**src/rtl/alu_seq.sv**
```systemverilog
// alu_seq: handshaked ALU/shifter that sits between register-file read and
// write-back in the multicycle datapath. One operation per transaction.
// Logic and arithmetic ops finish in one cycle. Shifts step one bit per
// cycle, so their latency grows with the shift amount. The S/Z/C/V flag
// register persists across transactions.
//
// Ports
//   clk, rst_n          clock (rising edge), async active-low reset
//   in_valid/in_ready   request handshake; op, a, b, shamt are sampled on accept
//   out_valid/out_ready result handshake
//   result              registered result
//   wr_en               result is to be written to the destination register
//   flags               {S,Z,C,V}
//   err                 the current result came from an illegal opcode
//
// state   | meaning
// --------+------------------------------------------------------------
// S_IDLE  | ready for a request; non-shift ops complete on the accept edge
// S_SHIFT | one 1-bit shift step per cycle, cnt_q counts down to 1
// S_DONE  | out_valid=1; result, wr_en, err, flags held until out_ready
module alu_seq #(
  parameter int W   = 16,
  parameter int SHW = $clog2(W)
) (
  input  logic           clk,
  input  logic           rst_n,
  input  logic           in_valid,
  output logic           in_ready,
  input  logic [3:0]     op,
  input  logic [W-1:0]   a,
  input  logic [W-1:0]   b,
  input  logic [SHW-1:0] shamt,
  output logic           out_valid,
  input  logic           out_ready,
  output logic [W-1:0]   result,
  output logic           wr_en,
  output logic [3:0]     flags,
  output logic           err
);

  typedef enum logic [1:0] {S_IDLE, S_SHIFT, S_DONE} state_e;

  localparam logic [3:0] OP_ADD = 4'h0;
  localparam logic [3:0] OP_SUB = 4'h1;
  localparam logic [3:0] OP_AND = 4'h2;
  localparam logic [3:0] OP_OR  = 4'h3;
  localparam logic [3:0] OP_XOR = 4'h4;
  localparam logic [3:0] OP_CMP = 4'h5;
  localparam logic [3:0] OP_MOV = 4'h6;
  localparam logic [3:0] OP_OUT = 4'h7;
  localparam logic [3:0] OP_SLL = 4'h8;
  localparam logic [3:0] OP_SLR = 4'h9;
  localparam logic [3:0] OP_SRL = 4'hA;
  localparam logic [3:0] OP_SRA = 4'hB;

  state_e         state_q, state_d;
  logic [W-1:0]   result_q, result_d;
  logic [W-1:0]   sh_q, sh_d;
  logic [SHW-1:0] cnt_q, cnt_d;
  logic [1:0]     shop_q, shop_d;
  logic [3:0]     flags_q, flags_d;
  logic           wr_en_q, wr_en_d;
  logic           err_q, err_d;

  logic [W:0]     sum, diff;
  logic           add_v, sub_v;
  logic [W-1:0]   step_data;
  logic           step_c;

  assign sum  = {1'b0, a} + {1'b0, b};
  assign diff = {1'b0, a} - {1'b0, b};
  // ADD overflow: like-signed operands producing a result of the other sign.
  assign add_v = (a[W-1] == b[W-1]) && (sum[W-1] != a[W-1]);
  // SUB overflow: unlike-signed operands and the result sign departs from a.
  assign sub_v = (a[W-1] != b[W-1]) && (diff[W-1] != a[W-1]);

  // One shift step; shop_q is the low two opcode bits of the shift group.
  always_comb begin
    step_data = sh_q;
    step_c    = 1'b0;
    case (shop_q)
      2'b00: begin
        step_data = {sh_q[W-2:0], 1'b0};
        step_c    = sh_q[W-1];
      end
      2'b01: begin
        // Rotate never loses a bit, so carry stays clear.
        step_data = {sh_q[W-2:0], sh_q[W-1]};
        step_c    = 1'b0;
      end
      2'b10: begin
        step_data = {1'b0, sh_q[W-1:1]};
        step_c    = sh_q[0];
      end
      default: begin
        step_data = {sh_q[W-1], sh_q[W-1:1]};
        step_c    = sh_q[0];
      end
    endcase
  end

  always_comb begin
    state_d  = state_q;
    result_d = result_q;
    sh_d     = sh_q;
    cnt_d    = cnt_q;
    shop_d   = shop_q;
    flags_d  = flags_q;
    wr_en_d  = wr_en_q;
    err_d    = err_q;

    case (state_q)
      S_IDLE: begin
        if (in_valid) begin
          state_d = S_DONE;
          wr_en_d = 1'b1;
          err_d   = 1'b0;
          case (op)
            OP_ADD: begin
              result_d = sum[W-1:0];
              flags_d  = {sum[W-1], (sum[W-1:0] == '0), sum[W], add_v};
            end
            OP_SUB, OP_CMP: begin
              result_d = diff[W-1:0];
              flags_d  = {diff[W-1], (diff[W-1:0] == '0), diff[W], sub_v};
              if (op == OP_CMP) wr_en_d = 1'b0;
            end
            OP_AND: begin
              result_d = a & b;
              flags_d  = {result_d[W-1], (result_d == '0), 2'b00};
            end
            OP_OR: begin
              result_d = a | b;
              flags_d  = {result_d[W-1], (result_d == '0), 2'b00};
            end
            OP_XOR: begin
              result_d = a ^ b;
              flags_d  = {result_d[W-1], (result_d == '0), 2'b00};
            end
            OP_MOV: begin
              result_d = b;
              flags_d  = {b[W-1], (b == '0), 2'b00};
            end
            OP_OUT: begin
              result_d = a;
            end
            OP_SLL, OP_SLR, OP_SRL, OP_SRA: begin
              if (shamt == '0) begin
                result_d = b;
                flags_d  = {b[W-1], (b == '0), 2'b00};
              end else begin
                state_d = S_SHIFT;
                sh_d    = b;
                cnt_d   = shamt;
                shop_d  = op[1:0];
              end
            end
            default: begin
              result_d = '0;
              wr_en_d  = 1'b0;
              err_d    = 1'b1;
            end
          endcase
        end
      end

      S_SHIFT: begin
        sh_d  = step_data;
        cnt_d = cnt_q - SHW'(1);
        // Terminal count: this is the last step, result and flags land now.
        if (cnt_q == SHW'(1)) begin
          state_d  = S_DONE;
          result_d = step_data;
          flags_d  = {step_data[W-1], (step_data == '0), step_c, 1'b0};
        end
      end

      S_DONE: begin
        if (out_ready) state_d = S_IDLE;
      end

      default: state_d = S_IDLE;
    endcase
  end

  always_ff @(posedge clk or negedge rst_n) begin
    if (!rst_n) begin
      state_q  <= S_IDLE;
      result_q <= '0;
      sh_q     <= '0;
      cnt_q    <= '0;
      shop_q   <= 2'b00;
      flags_q  <= 4'b0000;
      wr_en_q  <= 1'b0;
      err_q    <= 1'b0;
    end else begin
      state_q  <= state_d;
      result_q <= result_d;
      sh_q     <= sh_d;
      cnt_q    <= cnt_d;
      shop_q   <= shop_d;
      flags_q  <= flags_d;
      wr_en_q  <= wr_en_d;
      err_q    <= err_d;
    end
  end

  assign in_ready  = (state_q == S_IDLE);
  assign out_valid = (state_q == S_DONE);
  assign result    = result_q;
  assign flags     = flags_q;
  assign wr_en     = wr_en_q;
  assign err       = err_q;

endmodule

```
**config.mk**
```make
export PLATFORM = sky130hd
export DESIGN_NAME = alu_seq
export DESIGN_NICKNAME = d
export VERILOG_FILES = /design/src/rtl/alu_seq.sv
export SDC_FILE = /design/constraint.sdc
export NUM_CORES = 1
export LEC_CHECK = 0
export BUFFER_PORTS_ARGS = -buffer_cell sky130_fd_sc_hd__buf_2
export CORE_MARGIN = 4
export CORE_UTILIZATION = 60
export CTS_BUF_LIST = sky130_fd_sc_hd__clkbuf_16
export DETAILED_ROUTE_END_ITERATION = 10
export PLACE_DENSITY = 0.79
export SETUP_SLACK_MARGIN = 0.1
export SYNTH_ARGS = -nofsm -noshare
export SYNTH_HDL_FRONTEND = slang
export SYNTH_SLANG_ARGS = --single-unit
```
**constraint.sdc**
```tcl
create_clock -name clk -period 3.5 [get_ports clk]
set_input_delay 0.525 -clock clk [delete_from_list [all_inputs] [get_ports clk]]
set_output_delay 0.525 -clock clk [all_outputs]
set_load 0.02 [all_outputs]
```
==> results.yml <==
sta:
  finClkSkew_ps: 7.63
  hold_viol_final: 0
  period_needed_ps: 3080
  maxSlewViolCount: 0
  rsz0062_at_grt: "no"
  setup_viol: 0
  worst_slack_ps: 416
  period_share: 0.881
  tns_ps: 0
  fmaxAchievable_mhz: 324
  slew_headroom: 0.320
  worstMarginPinSlew_ps: 1020
yosys:
  synthesis.instances: 726
  synthArstFlopShare: 1.00
  netlist_area_mm2: 0.00562
  synth_edf_count: 0
  synth_seq_cells: 46
  yosysWarningCount: 0
  syn_nets: 823
  avgSynthCellArea_um2: 7.74
  synth.distinct_cells: 81
  synth_flop_cell: "dfrtp_1"
  yosysSeqAreaShare: 0.205
clocking:
  post_cts_buffers: 0
  clk_latency_ps: 290
  cts_made_buffers: 5
  holdBufCountCts: 0
  cts_resized: 0
  h-tree-depth: 2
  cts_sinks: 46
  cts_buffer_depth: 2
  cts_tree: "done"
  clkTransAtPathRegs_ps: 70
  cts_root_buffer: "clkbuf_16"
setup_path:
  crit_type: "primary input to register"
  cp_data_required_time_ps: 3670
  arrival_ps: 3250
  start_kind: "primary input"
  crit_buf_inv: 3
  r2r_slack_ps: 1240
  slowest_stage: "ha_1"
  crit_path_end_kind: "register"
  cp_cell_sequence: "buf_2 > inv_1 > ha_1 > nor4_1 > buf_4 > nand2_1 > o21ai_1 > o311ai_1 > and3_1 > or2_1 > a211oi_1 > o21ai_1"
  cp_common_cell: "o21ai_1"
  cp_max_fo: 10
  crit_family: "compound AO/OA/AOI/OAI gates"
  critPathMaxStageDelay_ps: 420
drt:
  drt_iter0_drc: 508
  antenna_left: 0
  wl_mm: 19.3
  remaining_drc_errors: 0
  wl_per_cell_um: 21.6
  post_drt_via_cell_ratio: 6.86
  firstDrtPassIters: 8
  num_vias: 6136
layout:
  final_util: 0.682
  fillers: 759
  drive_gt1_frac: 0.179
  register_area_mm2: 0.00115
  multi_input_area_mm2: 0.00407
  areaGrowthSynthToFinish_pct: 11.6
  fin_nets: 879
global_routing:
  grt_pass1_vias: 5766
  grt_first_pass_wirelength_mm: 30.7
  grt_max_degree: 47
  antenna_found_initial: 1
  track_usage: 0.343
  grt_remaining_overflow: 0
floorplanning:
  boundaryPins: 68
  rows: 35
  die_h_um: 105
  core_mm2: 0.00920
  dieArea_mm2: 0.0110
  initial_core_util: 0.611
  die_w_um: 105
status:
  outcome: "completed"
placed_design:
  io_buffers: 67
  gp_congestion: 1.06
  hpwl_mm: 14.9
  place_ws_ps: 172
min_path:
  worst_hold_path_type: "primary input to async pin"
pwr:
  pwr_density_cell_mw_per_mm2: 537
  ir_drop_uv: 360
  p_leak_uw: 0.00271
run:
  max_cap_viol_count: 0
## logic make-up after synthesis
group,count (synthesis),share of synthesized area
flops,46,0.205
compound gates,238,0.297
xor+xnor,19,0.0296
simple gates,233,0.207
fa+ha+maj,53,0.121
buf+inv,101,0.0735
mux,36,0.0666
## flip-flops by register name, summed over array words and instances, names as in the netlist
name / cells
result: 16
sh_q: 16
cnt_q: 4
flags: 4
shop_q: 2
state_q: 2
err: 1
wr_en: 1
## synth_stat cells, types with 10 or more instances
cell type,count,area [um^2]
mux2i_1,25,250
nand2_1,68,255
mux2_2,11,124
nor4_1,18,113
a21oi_1,51,255
o31ai_1,10,75.1
dfrtp_1,46,1150
nor2_1,52,195
o21ai_0,45,225
nand3_1,14,70.1
clkbuf_1,36,135
xnor2_1,15,131
a22oi_1,17,128
inv_1,53,199
o211ai_1,11,82.6
ha_1,51,638
nor3_1,21,105
nand4_1,10,62.6
a31oi_1,16,100
## routing by layer
layer,up-vias,part of all wire,GRT usage
li1,2800,-,-
met1,2942,0.41,0.466
met2,322,0.46,0.559
met3,72,0.088,0.0482
met4,0,0.040,0.119
met5,-,0,0
## cells in the final DEF (no fill, tap or decap), types with 5 or more instances in the layout
cell type / Yosys / routed
mux2_2: 11 / 11
nor3_1: 21 / 19
clkbuf_16: 0 / 5
a211oi_1: 9 / 9
o211ai_1: 11 / 11
o21ai_0: 45 / 45
o31ai_1: 10 / 10
nand2_1: 68 / 68
buf_2: 3 / 67
nand4_1: 10 / 10
xnor2_1: 15 / 15
nor2_1: 52 / 52
a31oi_1: 16 / 16
o21bai_1: 6 / 6
a221oi_1: 7 / 7
nand3_1: 14 / 14
a22oi_1: 17 / 17
ha_1: 51 / 51
or3_1: 7 / 7
a21o_1: 9 / 9
inv_1: 53 / 53
mux2i_1: 25 / 25
nor4_1: 18 / 18
nand2b_1: 8 / 8
a21oi_1: 51 / 50
dfrtp_1: 46 / 46
o2111ai_1: 8 / 8
buf_4: 5 / 29
## worst reg2reg max path, cell delays in order, from the launching register on
cell and delay [ps]:
dfrtp_1 800, mux2_2 450, nor4_1 270, nand4_1 250
a31o_2 320, a21oi_1 110
## power by group
part | total, uW | internal (uW) | switching, uW | leakage (uW)
clock network | 470 | 265 | 206 | 0.0000698
registers | 1060 | 795 | 266 | 0.000555
logic | 1840 | 720 | 1120 | 0.00209
## through the flow
step | cells | instance area (um^2) | total power, uW | hold WS [ps]
after floorplan | 726 | 5620 | 2280 | 229
after global placement | 886 | 6120 | 2800 | 465
after detailed placement | 886 | 6120 | 2860 | 485
after CTS | 894 | 6270 | 3340 | 428
after global routing | 895 | 6270 | 3600 | 463
final | 895 | 6270 | 3370 | 419
## path summary, 6_finish.rpt
path,from,to,cells past startpoint
worst max-delay path,b[7],result[15],12
worst min-delay path,rst_n,result[6],1
worst max register to register,shop_q[1],flags[2],5
worst min register to register,err,err,2
max in group asynchronous,rst_n,sh_q[10],1
min in group clk,out_ready,state_q[1],2
## area by class of cell
| cell class | count | share of cell area |
|---|---|---|
| repair buffers | 96 | 0.0882 |
| flip-flops and latches | 46 | 0.184 |
| clock inverters | 3 | 0.00339 |
| clock buffers | 5 | 0.0200 |
| multi-input cells | 579 | 0.650 |
| well taps | 111 | 0.0222 |
| inverters | 54 | 0.0323 |
| diodes | 1 | 0.000399 |
Power figures use the tool's default switching activity.
